$ cat src/rtl/if_id_skid_stage.sv
// Fetch-to-decode pipeline stage: {pc, instr} passes through a 2-entry skid
// buffer so decode back-pressure never drops a fetched instruction.
module if_id_skid_stage #(
  parameter int PC_WIDTH    = 32,
  parameter int INSTR_WIDTH = 32,
  parameter int CNT_WIDTH   = 16
) (
  input  logic                   clk,
  input  logic                   reset,
  input  logic                   flush,
  input  logic                   in_valid,
  output logic                   in_ready,
  input  logic [PC_WIDTH-1:0]    in_pc,
  input  logic [INSTR_WIDTH-1:0] in_instr,
  output logic                   out_valid,
  input  logic                   out_ready,
  output logic [PC_WIDTH-1:0]    out_pc,
  output logic [INSTR_WIDTH-1:0] out_instr,
  output logic [CNT_WIDTH-1:0]   stall_cnt
);

  typedef enum logic [1:0] {
    EMPTY = 2'd0,
    ONE   = 2'd1,
    FULL  = 2'd2
  } state_t;

  state_t                 state_reg, state_next;
  logic [PC_WIDTH-1:0]    main_pc_reg, main_pc_next;
  logic [INSTR_WIDTH-1:0] main_instr_reg, main_instr_next;
  logic [PC_WIDTH-1:0]    skid_pc_reg, skid_pc_next;
  logic [INSTR_WIDTH-1:0] skid_instr_reg, skid_instr_next;
  logic [CNT_WIDTH-1:0]   stall_cnt_reg, stall_cnt_next;
  logic                   in_fire, out_fire;

  // Handshakes are masked in flush cycles; in_ready already carries reset.
  assign in_fire  = in_valid & in_ready & ~flush;
  assign out_fire = out_valid & out_ready & ~flush & reset;

  // State register and storage
  always_ff @(posedge clk) begin
    if (!reset) begin
      state_reg      <= EMPTY;
      main_pc_reg    <= '0;
      main_instr_reg <= '0;
      skid_pc_reg    <= '0;
      skid_instr_reg <= '0;
      stall_cnt_reg  <= '0;
    end else begin
      state_reg      <= state_next;
      main_pc_reg    <= main_pc_next;
      main_instr_reg <= main_instr_next;
      skid_pc_reg    <= skid_pc_next;
      skid_instr_reg <= skid_instr_next;
      stall_cnt_reg  <= stall_cnt_next;
    end
  end

  // Next-state logic
  always_comb begin
    state_next = state_reg;
    if (flush) begin
      state_next = EMPTY;
    end else begin
      unique case (state_reg)
        EMPTY:   if (in_fire) state_next = ONE;
        ONE: begin
          if (in_fire && !out_fire)      state_next = FULL;
          else if (!in_fire && out_fire) state_next = EMPTY;
        end
        FULL:    if (out_fire) state_next = ONE;
        default: state_next = EMPTY;
      endcase
    end
  end

  // Datapath next values; main is the head and always leaves first.
  always_comb begin
    main_pc_next    = main_pc_reg;
    main_instr_next = main_instr_reg;
    skid_pc_next    = skid_pc_reg;
    skid_instr_next = skid_instr_reg;
    if (flush) begin
      main_pc_next    = '0;
      main_instr_next = '0;
      skid_pc_next    = '0;
      skid_instr_next = '0;
    end else begin
      unique case (state_reg)
        EMPTY: begin
          if (in_fire) begin
            main_pc_next    = in_pc;
            main_instr_next = in_instr;
          end
        end
        ONE: begin
          if (in_fire && out_fire) begin
            main_pc_next    = in_pc;
            main_instr_next = in_instr;
          end else if (in_fire) begin
            skid_pc_next    = in_pc;
            skid_instr_next = in_instr;
          end
        end
        FULL: begin
          if (out_fire) begin
            main_pc_next    = skid_pc_reg;
            main_instr_next = skid_instr_reg;
          end
        end
        default: ;
      endcase
    end
  end

  // Saturating stall counter; flush does not clear it.
  always_comb begin
    stall_cnt_next = stall_cnt_reg;
    if (out_valid && !out_ready && !flush && (stall_cnt_reg != {CNT_WIDTH{1'b1}}))
      stall_cnt_next = stall_cnt_reg + 1'b1;
  end

  // Output decode from registered state
  always_comb begin
    in_ready  = reset & (state_reg != FULL);
    out_valid = (state_reg != EMPTY);
  end

  assign out_pc    = main_pc_reg;
  assign out_instr = main_instr_reg;
  assign stall_cnt = stall_cnt_reg;

endmodule

$ cat config.mk
export PLATFORM = sky130hd
export DESIGN_NAME = if_id_skid_stage
export DESIGN_NICKNAME = d
export VERILOG_FILES = /design/src/rtl/if_id_skid_stage.sv
export SDC_FILE = /design/constraint.sdc
export NUM_CORES = 1
export LEC_CHECK = 0
export BUFFER_PORTS_ARGS = -buffer_cell sky130_fd_sc_hd__buf_2
export CAP_MARGIN = 40
export CORE_MARGIN = 5
export CORE_UTILIZATION = 50
export CTS_BUF_LIST = sky130_fd_sc_hd__clkbuf_4 sky130_fd_sc_hd__clkbuf_8 sky130_fd_sc_hd__clkbuf_16
export CTS_CLUSTER_DIAMETER = 150
export CTS_CLUSTER_SIZE = 8
export DETAILED_ROUTE_END_ITERATION = 6
export PLACE_DENSITY = 0.72
export SLEW_MARGIN = 15
export SYNTH_ARGS = -nofsm -noshare
export SYNTH_HDL_FRONTEND = slang
export SYNTH_SLANG_ARGS = --single-unit
$ cat constraint.sdc
create_clock -name clk -period 3 [get_ports clk]
set_input_delay 0.6 -clock clk [delete_from_list [all_inputs] [get_ports clk]]
set_output_delay 0.6 -clock clk [all_outputs]
set_load 0.01 [all_outputs]
# Yosys cells after proc, flatten, opt, wreduce, memory -nomap -nowiden
# Index checks and enable logic that the tools add are counted.
# word_totals
inputBits	69
wordCells	54
reg_bits	146
out_inout_bits	82
# classes
n_bitwise	9
n_reduce_logical	17
add_sub_neg	1
eq_ne	8
mux	13
# ops
operator	count
32-bit 2-to-1 mux	6
32-bit case mux with 3 select lines	2
16-bit by 1-bit adder with 16-bit output, second input constant	1
16-bit inequality test, second input constant	1
2-bit 2-to-1 mux	4
2-bit inequality test, second input constant	4
1-bit bitwise AND	6
1-bit logical AND	6
2-bit case mux with 3 select lines	1
3-bit AND reduction	2
1-bit zero test	4
4-bit AND reduction	1
3-bit inequality test, second input constant	1
1-bit inverter	3
3-bit nonzero test	1
2-bit by 1-bit equality test with 1-bit output, second input constant	1
2-bit equality test, second input constant	1
2-bit zero test	1
2-bit nonzero test	1
2-bit OR reduction	1

# Depth between registers and ports, before layout
# Gate-level depths: netlist of run 1.
# depth
ltp_word	9
depth_mapped	12
mapped_depth_nobuf	9

# Worst setup path before layout of run 1
# OpenSTA, ideal clock, no wires.
# synth_timing
path_kind	flip-flop to flip-flop
from	register state_reg[0]
to	register main_instr_reg[0] (netlist: out_instr[0])
synth_period_minus_slack_ns	2.088
path_buffers	5
path_stages_with_launch	13
arrival_time_ns	2.002
required_time_ns	2.914
setup_ns	0.086
path_slack_ns	0.912
path_cell_list	dfxtp_1 -> nand2b_1 -> buf_2 -> buf_4 -> buf_4 -> and3_1 -> ha_1 -> nand3b_1 -> o31ai_2 -> buf_4 -> buf_4 -> nor2_1 -> a211oi_1
# synth_between
elab_chain_cells	7
word_cells_on_any_way	18
cone_classes	eq/ne (6); mux (1); bitwise (6); reduce/logical (5)
# synth_rtl
item	line	rtl
from (decl)	28	state_t state_reg, state_next;
from (signal assigned)	50	state_reg <= state_next;
2-bit inequality test / 2-bit nonzero test (equally long branches)	125, 126	
1-bit bitwise AND, on equally long branches	125, 38	
1-bit bitwise AND, on equally long branches (2 in series)	37, 38	
1-bit logical AND	97	if (in_fire && out_fire) begin
2-bit inequality test (no source line)	n/a	
4-bit AND reduction (no source line)	n/a	
to (signal assigned)	52	main_instr_reg <= main_instr_next;
to (decl)	30	logic [INSTR_WIDTH-1:0] main_instr_reg, main_instr_next;
# Parallel ways exist; a longest one is shown, timed or not.
# A chain may end at the register's enable or synchronous reset.

# Final worst setup path of run 1
# layout_timing
from	register state_reg[0]
to	register main_instr_reg[19] (netlist: out_instr[19])
# The elaborated chain is that of the path after synthesis.

==> impl_metrics.ini, run 1 <==
[route]
drt_iter0_drc = 318
wl_per_cell_um = 14.7
vias = 5277
firstDrtPassIters = 4
drc_errors = 0
totalWireLength_mm = 14.4
antenna_left = 0
viasPerCell = 5.40

[timing]
timing.final.crit_period_ns = 2.45
final_hold_viol_count = 0
rsz0062_at_grt = no
finClkSkew_ns = 0.00398
setup_viol = 0
slew_headroom_pct = 46.4
maxSlewViolCount = 0
timing.final.crit_share_pct = 81.6
fin_tns_setup_ns = 0
fmax_mhz = 408
tightest_slew_ns = 0.804

[worst_setup_path]
crit_fanout = 33
rrSetupSlack_ns = 0.55
critical_path_required_ns = 3.31
critPathSlowestCell = dfxtp_1
r2r_start = state_reg[0]$_SDFFE_PP0P_
crit_family = simple AND/OR/NAND/NOR gates
worstSetupEndpointType = flip-flop
cp_data_arrival_time_ns = 2.76
crit_path_start_kind = flip-flop
worstPathCellList = nand2b_4 -> and3_1 -> ha_1 -> nand3b_1 -> o31ai_4 -> buf_8 -> buf_12 -> nor2_1 -> a211oi_1
reg2reg_to = out_instr[19]$_SDFFE_PP0P_
path_class = reg -> reg
max_stage_delay_ns = 0.47
crit_buf_inv = 2
r2r_cells = 9

[global_route]
first_global_vias = 5153
track_usage_pct = 20.6
grt_overflow = 0
antenna_found_initial = 0
grt_max_degree = 81
grt_pass1_wl_mm = 24.4

[die]
io_pins = 151
initial_core_util_pct = 50.8
die_h_um = 120
num_rows = 40
die_width_um = 120
dieArea_um2 = 14500
coreArea_um2 = 12000

[logic_synthesis]
synth_compound_area_share_pct = 15.7
yosysSeqAreaShare_pct = 48.1
async_reset_ff_share_pct = 0
syn_nets = 763
syn_area_um2 = 6080
synth_top_cell_by_area = dfxtp_1
synthTopCellsByArea = dfxtp_1 48%, mux2i_1 12%, nand2_1 8.6%, a211oi_1 7.9%, a21oi_1 6.1%
ys_warn_count = 0
synth_edf_count = 0
synth.top_cell.area_share_pct = 48.1
synth_top_family_by_area = simple AND/OR/NAND/NOR gates
synth-xor-area-share_pct = 0
synth_mux_area_share_pct = 11.5
synth_cells = 690
avgSynthCellArea_um2 = 8.81
ys.flop_type = dfxtp_1
synth-seq-cells = 146
synthSimpleGateAreaFrac_pct = 19.0
yosys.cell_types.count = 40
synthAdderAreaFrac_pct = 0.823

[power_and_ir_drop]
p_total_mw = 4.40
power.leakage_nw = 3.39
power_density_nw_per_um2 = 581
peakVddDrop_v = 0.000412

[min_path]
hold_path_end = skid_instr_reg[24]$_SDFFE_PP0P_
min-delay-start = in_instr[24]
min_path_cells = 3
min_path_type = in -> reg

[clocking]
cts_max_level = 4
cts_hold_buf = 0
cts_buffers = 17
insertion_delay_ns = 0.41
clkTransAtPathRegs_ns = 0.06
cts_resized = 0
clkSinkCount = 146
cts_root_buf = clkbuf_16
cts_setup_buffers = 0
clockBufferDepth = 2
cts_tree = built

[outcome]
outcome = complete, no violations

[final_layout]
layout-drive-gt1-share_pct = 24.6
finalNonFillerCells = 977
mostFrequentLayoutCells = 150 x buf_2, 146 x dfxtp_1, 138 x nand2_1
layout.nets = 891
layout_commonest_cell = buf_2
fill_cells = 992
n_antenna_cell = 0
fin_util_pct = 63.3
syn_to_final_growth_pct = 24.4

[placed_design]
globalplace.congestion = 0.790
io_buffer_count = 150
dp.cells = 945
post-dp-hpwl_mm = 9.89

[job]
max-cap-violations = 0
[final cells by class]
cell class	count	area (µm²)	share of cell area, %
multi-input combinational	484	2890	38.2
timing repair buffer	163	926	12.2
clock buffer	28	558	7.37
inverter	6	22.5	0.298
clock inverter	3	65.1	0.860
sequential	146	2920	38.6
tap	147	184	2.43
[tightest hold or removal path, delay by kind of cell]
kind,cells,cell delay (ns)
and+or+nand+nor,1,0.05
AOI/OAI and AO/OA,1,0.05
buffers and inverters,1,0.10
[power breakdown]
part           internal [mW]  total [mW]  switching [mW]
Clock                   1.42        2.17           0.747
Sequential              1.96        1.98          0.0136
Combinational          0.101       0.248           0.147
[routing by layer]
metal | GRT usage [%] | up-vias | routed length [µm]
met5 | 0 | - | 0
met2 | 35.3 | 139 | 7150
met1 | 24.1 | 2444 | 5960
met4 | 7.08 | 0 | 240
li1 | - | 2673 | -
met3 | 7.06 | 21 | 1030
[logic make-up after synthesis]
kind of cell / after synthesis
flip-flops: 146
AO/OA/AOI/OAI: 152
buffers and inverters: 60
multiplexers: 70
AND/OR/NAND/NOR: 258
adder cells (fa/ha/maj): 4
[cells in the mapped netlist, types with 2 or more instances]
cell / instances
nor2_1: 70
o31ai_1: 6
buf_4: 13
nand2b_1: 7
clkbuf_1: 23
or4_1: 8
buf_2: 18
dfxtp_1: 146
nor4_1: 5
inv_1: 6
a211oi_1: 64
and4_1: 3
and2_1: 2
o21ai_1: 2
a21oi_1: 74
ha_1: 4
nand3_1: 6
nand2_1: 139
nand4_1: 4
mux2i_1: 70
[stage by stage]
stage / hold slack, ns / area (µm²) / setup WS, ns
2_1_floorplan: 0.436 / 6080 / 0.912
3_3_place_gp: 0.440 / 6900 / 0.377
3_5_place_dp: 0.446 / 6920 / 0.358
4_1_cts: 0.413 / 7540 / 0.520
5_1_grt: 0.425 / 7570 / 0.313
6_report: 0.430 / 7570 / 0.552
[worst max path at each step]
stage                         startpoint                          to  cells past startpoint
5_1_grt        state_reg[0]$_SDFFE_PP0P_     out_pc[11]$_SDFFE_PP0P_                     10
4_1_cts        state_reg[0]$_SDFFE_PP0P_  out_instr[19]$_SDFFE_PP0P_                     10
2_1_floorplan  state_reg[0]$_SDFFE_PP0P_   out_instr[0]$_SDFFE_PP0P_                     12
3_5_place_dp                       reset     out_pc[30]$_SDFFE_PP0P_                     11
3_3_place_gp                       reset  out_instr[28]$_SDFFE_PP0P_                      6
6_report       state_reg[0]$_SDFFE_PP0P_  out_instr[19]$_SDFFE_PP0P_                      9
Note: power is estimated with default switching activity, not from simulation.
==> run 2, diff against run 1 <==
Clock period 3 ns to 2.4 ns, I/O delays scaled along.
==> impl_metrics.ini, run 2 (same netlist as run 1, synthesis figures left out) <==
[outcome]
outcome = complete, no violations

[clocking]
cts_tree = built
clkSinkCount = 146
cts_max_level = 4
clkTransAtPathRegs_ns = 0.05
cts_buffers = 17
insertion_delay_ns = 0.41
clockBufferDepth = 2
cts_root_buf = clkbuf_16

[global_route]
met2_usage_pct = 33.7
track_usage_pct = 20.3
first_global_vias = 5077
busiest_layer = met2
grt_pass1_wl_mm = 24.1
grt_max_degree = 131
antenna_found_initial = 0
grtUsageMet1_pct = 24.6
grt_overflow = 0
grt_util_met3_pct = 6.17

[timing]
tightest_slew_ns = 0.709
timing.final.crit_period_ns = 2.18
timing.final.crit_share_pct = 91.0
hold_slack_ns = 0.315
setup_viol = 0
final_hold_viol_count = 0
maxSlewViolCount = 0
slew_headroom_pct = 52.4
finClkSkew_ns = 0.0111
fin_tns_setup_ns = 0
fmax_mhz = 458
rsz0062_at_grt = no

[final_layout]
fill_cells = 1062
layout-drive-gt1-share_pct = 24.4
n_antenna_cell = 0
stdcell_area_um2 = 7500
mostFrequentLayoutCells = 150 x buf_2, 146 x dfxtp_1, 138 x nand2_1
layout_commonest_cell = buf_2
layout.nets = 891
syn_to_final_growth_pct = 23.3
finalNonFillerCells = 975

[worst_setup_path]
max_stage_delay_ns = 0.44
critPathSlowestCell = dfxtp_1
crit_buf_inv = 2
worstSetupEndpointType = primary output
worstPathCellList = nand2b_4 -> buf_6 -> and2_1 -> buf_2
crit_family = buffers and inverters
path_class = reg -> out
crit_path_start_kind = flip-flop
crit_fanout = 34
critical_path_required_ns = 1.92
cp_data_arrival_time_ns = 1.70

[placed_design]
placed_area_um2 = 6930
io_buffer_count = 150
globalplace.congestion = 0.778
post-dp-hpwl_mm = 9.58
dp.cells = 946

[die]
die_h_um = 120
coreArea_um2 = 12000
io_pins = 151
num_rows = 40
die_width_um = 120
dieArea_um2 = 14500
initial_core_util_pct = 50.8

[route]
firstDrtPassIters = 5
vias = 5351
wl_per_cell_um = 14.6
totalWireLength_mm = 14.3
antenna_left = 0
drt_iter0_drc = 393
viasPerCell = 5.49
drc_errors = 0

[power_and_ir_drop]
power.leakage_nw = 3.36
power_density_nw_per_um2 = 707
peakVddDrop_v = 0.000367

[job]
max-cap-violations = 0

[min_path]
min_path_type = in -> reg
[run 2: changes by cell type in the layout (fill, tap and decap cells not counted), sizes merged]
cell,delta
clkbuf,-5
clkinv,+2
clkinvlp,+1
[run 2: metal layers]
layer / routed length [µm] / vias up
li1: - / 2669
met1: 6290 / 2528
met2: 6890 / 132
met3: 866 / 22
met4: 225 / 0
met5: 0 / -
[run 2: what timing repair did]
action | in CTS | in global routing
resized for setup | 0 | 1
hold buffers | 0 | 0
hold endpoints to repair | 0 | 0
setup endpoints to repair | 0 | 1
buffers inserted | 0 | 0
[run 2: worst paths after layout]
path / startpoint / end / slack [ns] / depth (start not counted)
max: state_reg[0]$_SDFFE_PP0P_ / in_ready / 0.22 / 4
max reg2reg: state_reg[0]$_SDFFE_PP0P_ / out_instr[22]$_SDFFE_PP0P_ / 0.41 / 8
min reg2reg: skid_instr_reg[30]$_SDFFE_PP0P_ / skid_instr_reg[30]$_SDFFE_PP0P_ / 0.45 / 2
min: in_instr[30] / skid_instr_reg[30]$_SDFFE_PP0P_ / 0.32 / 3
[run 2: metrics by stage]
step                utilization, %  setup slack (ns)  power (mW)
CTS                           62.7            0.0315        5.36
global route                  62.7             0.112        5.51
detailed placement            57.9             0.268        2.83
finish                        62.7             0.216        5.30
global placement              57.9             0.385        2.82
floorplan                        -             0.312        2.69
[run 2: power breakdown]
group / switching, mW / total [mW] / internal [mW]
Clock: 0.918 / 2.52 / 1.61
Combinational: 0.184 / 0.310 / 0.126
Sequential: 0.0164 / 2.47 / 2.45
Total: 1.12 / 5.30 / 4.19
[run 2: area by class of cell]
type	count	area, µm²	area share [%]
flip-flops and latches	146	2920	39.0
repair buffers	163	915	12.2
multi-input cells	484	2890	38.5
well taps	147	184	2.45
clock inverters	6	82.6	1.10
inverters	6	22.5	0.300
clock buffers	23	483	6.44
[run 2: worst register-to-register path, cell delays in order, from the launching register on]
cell and delay (ns):
dfxtp_1 0.44, nand2b_4 0.19, and3_1 0.21, ha_1 0.16, nand3b_1 0.12, o31ai_4 0.13
buf_12 0.29, nor2_1 0.11, a211oi_1 0.25
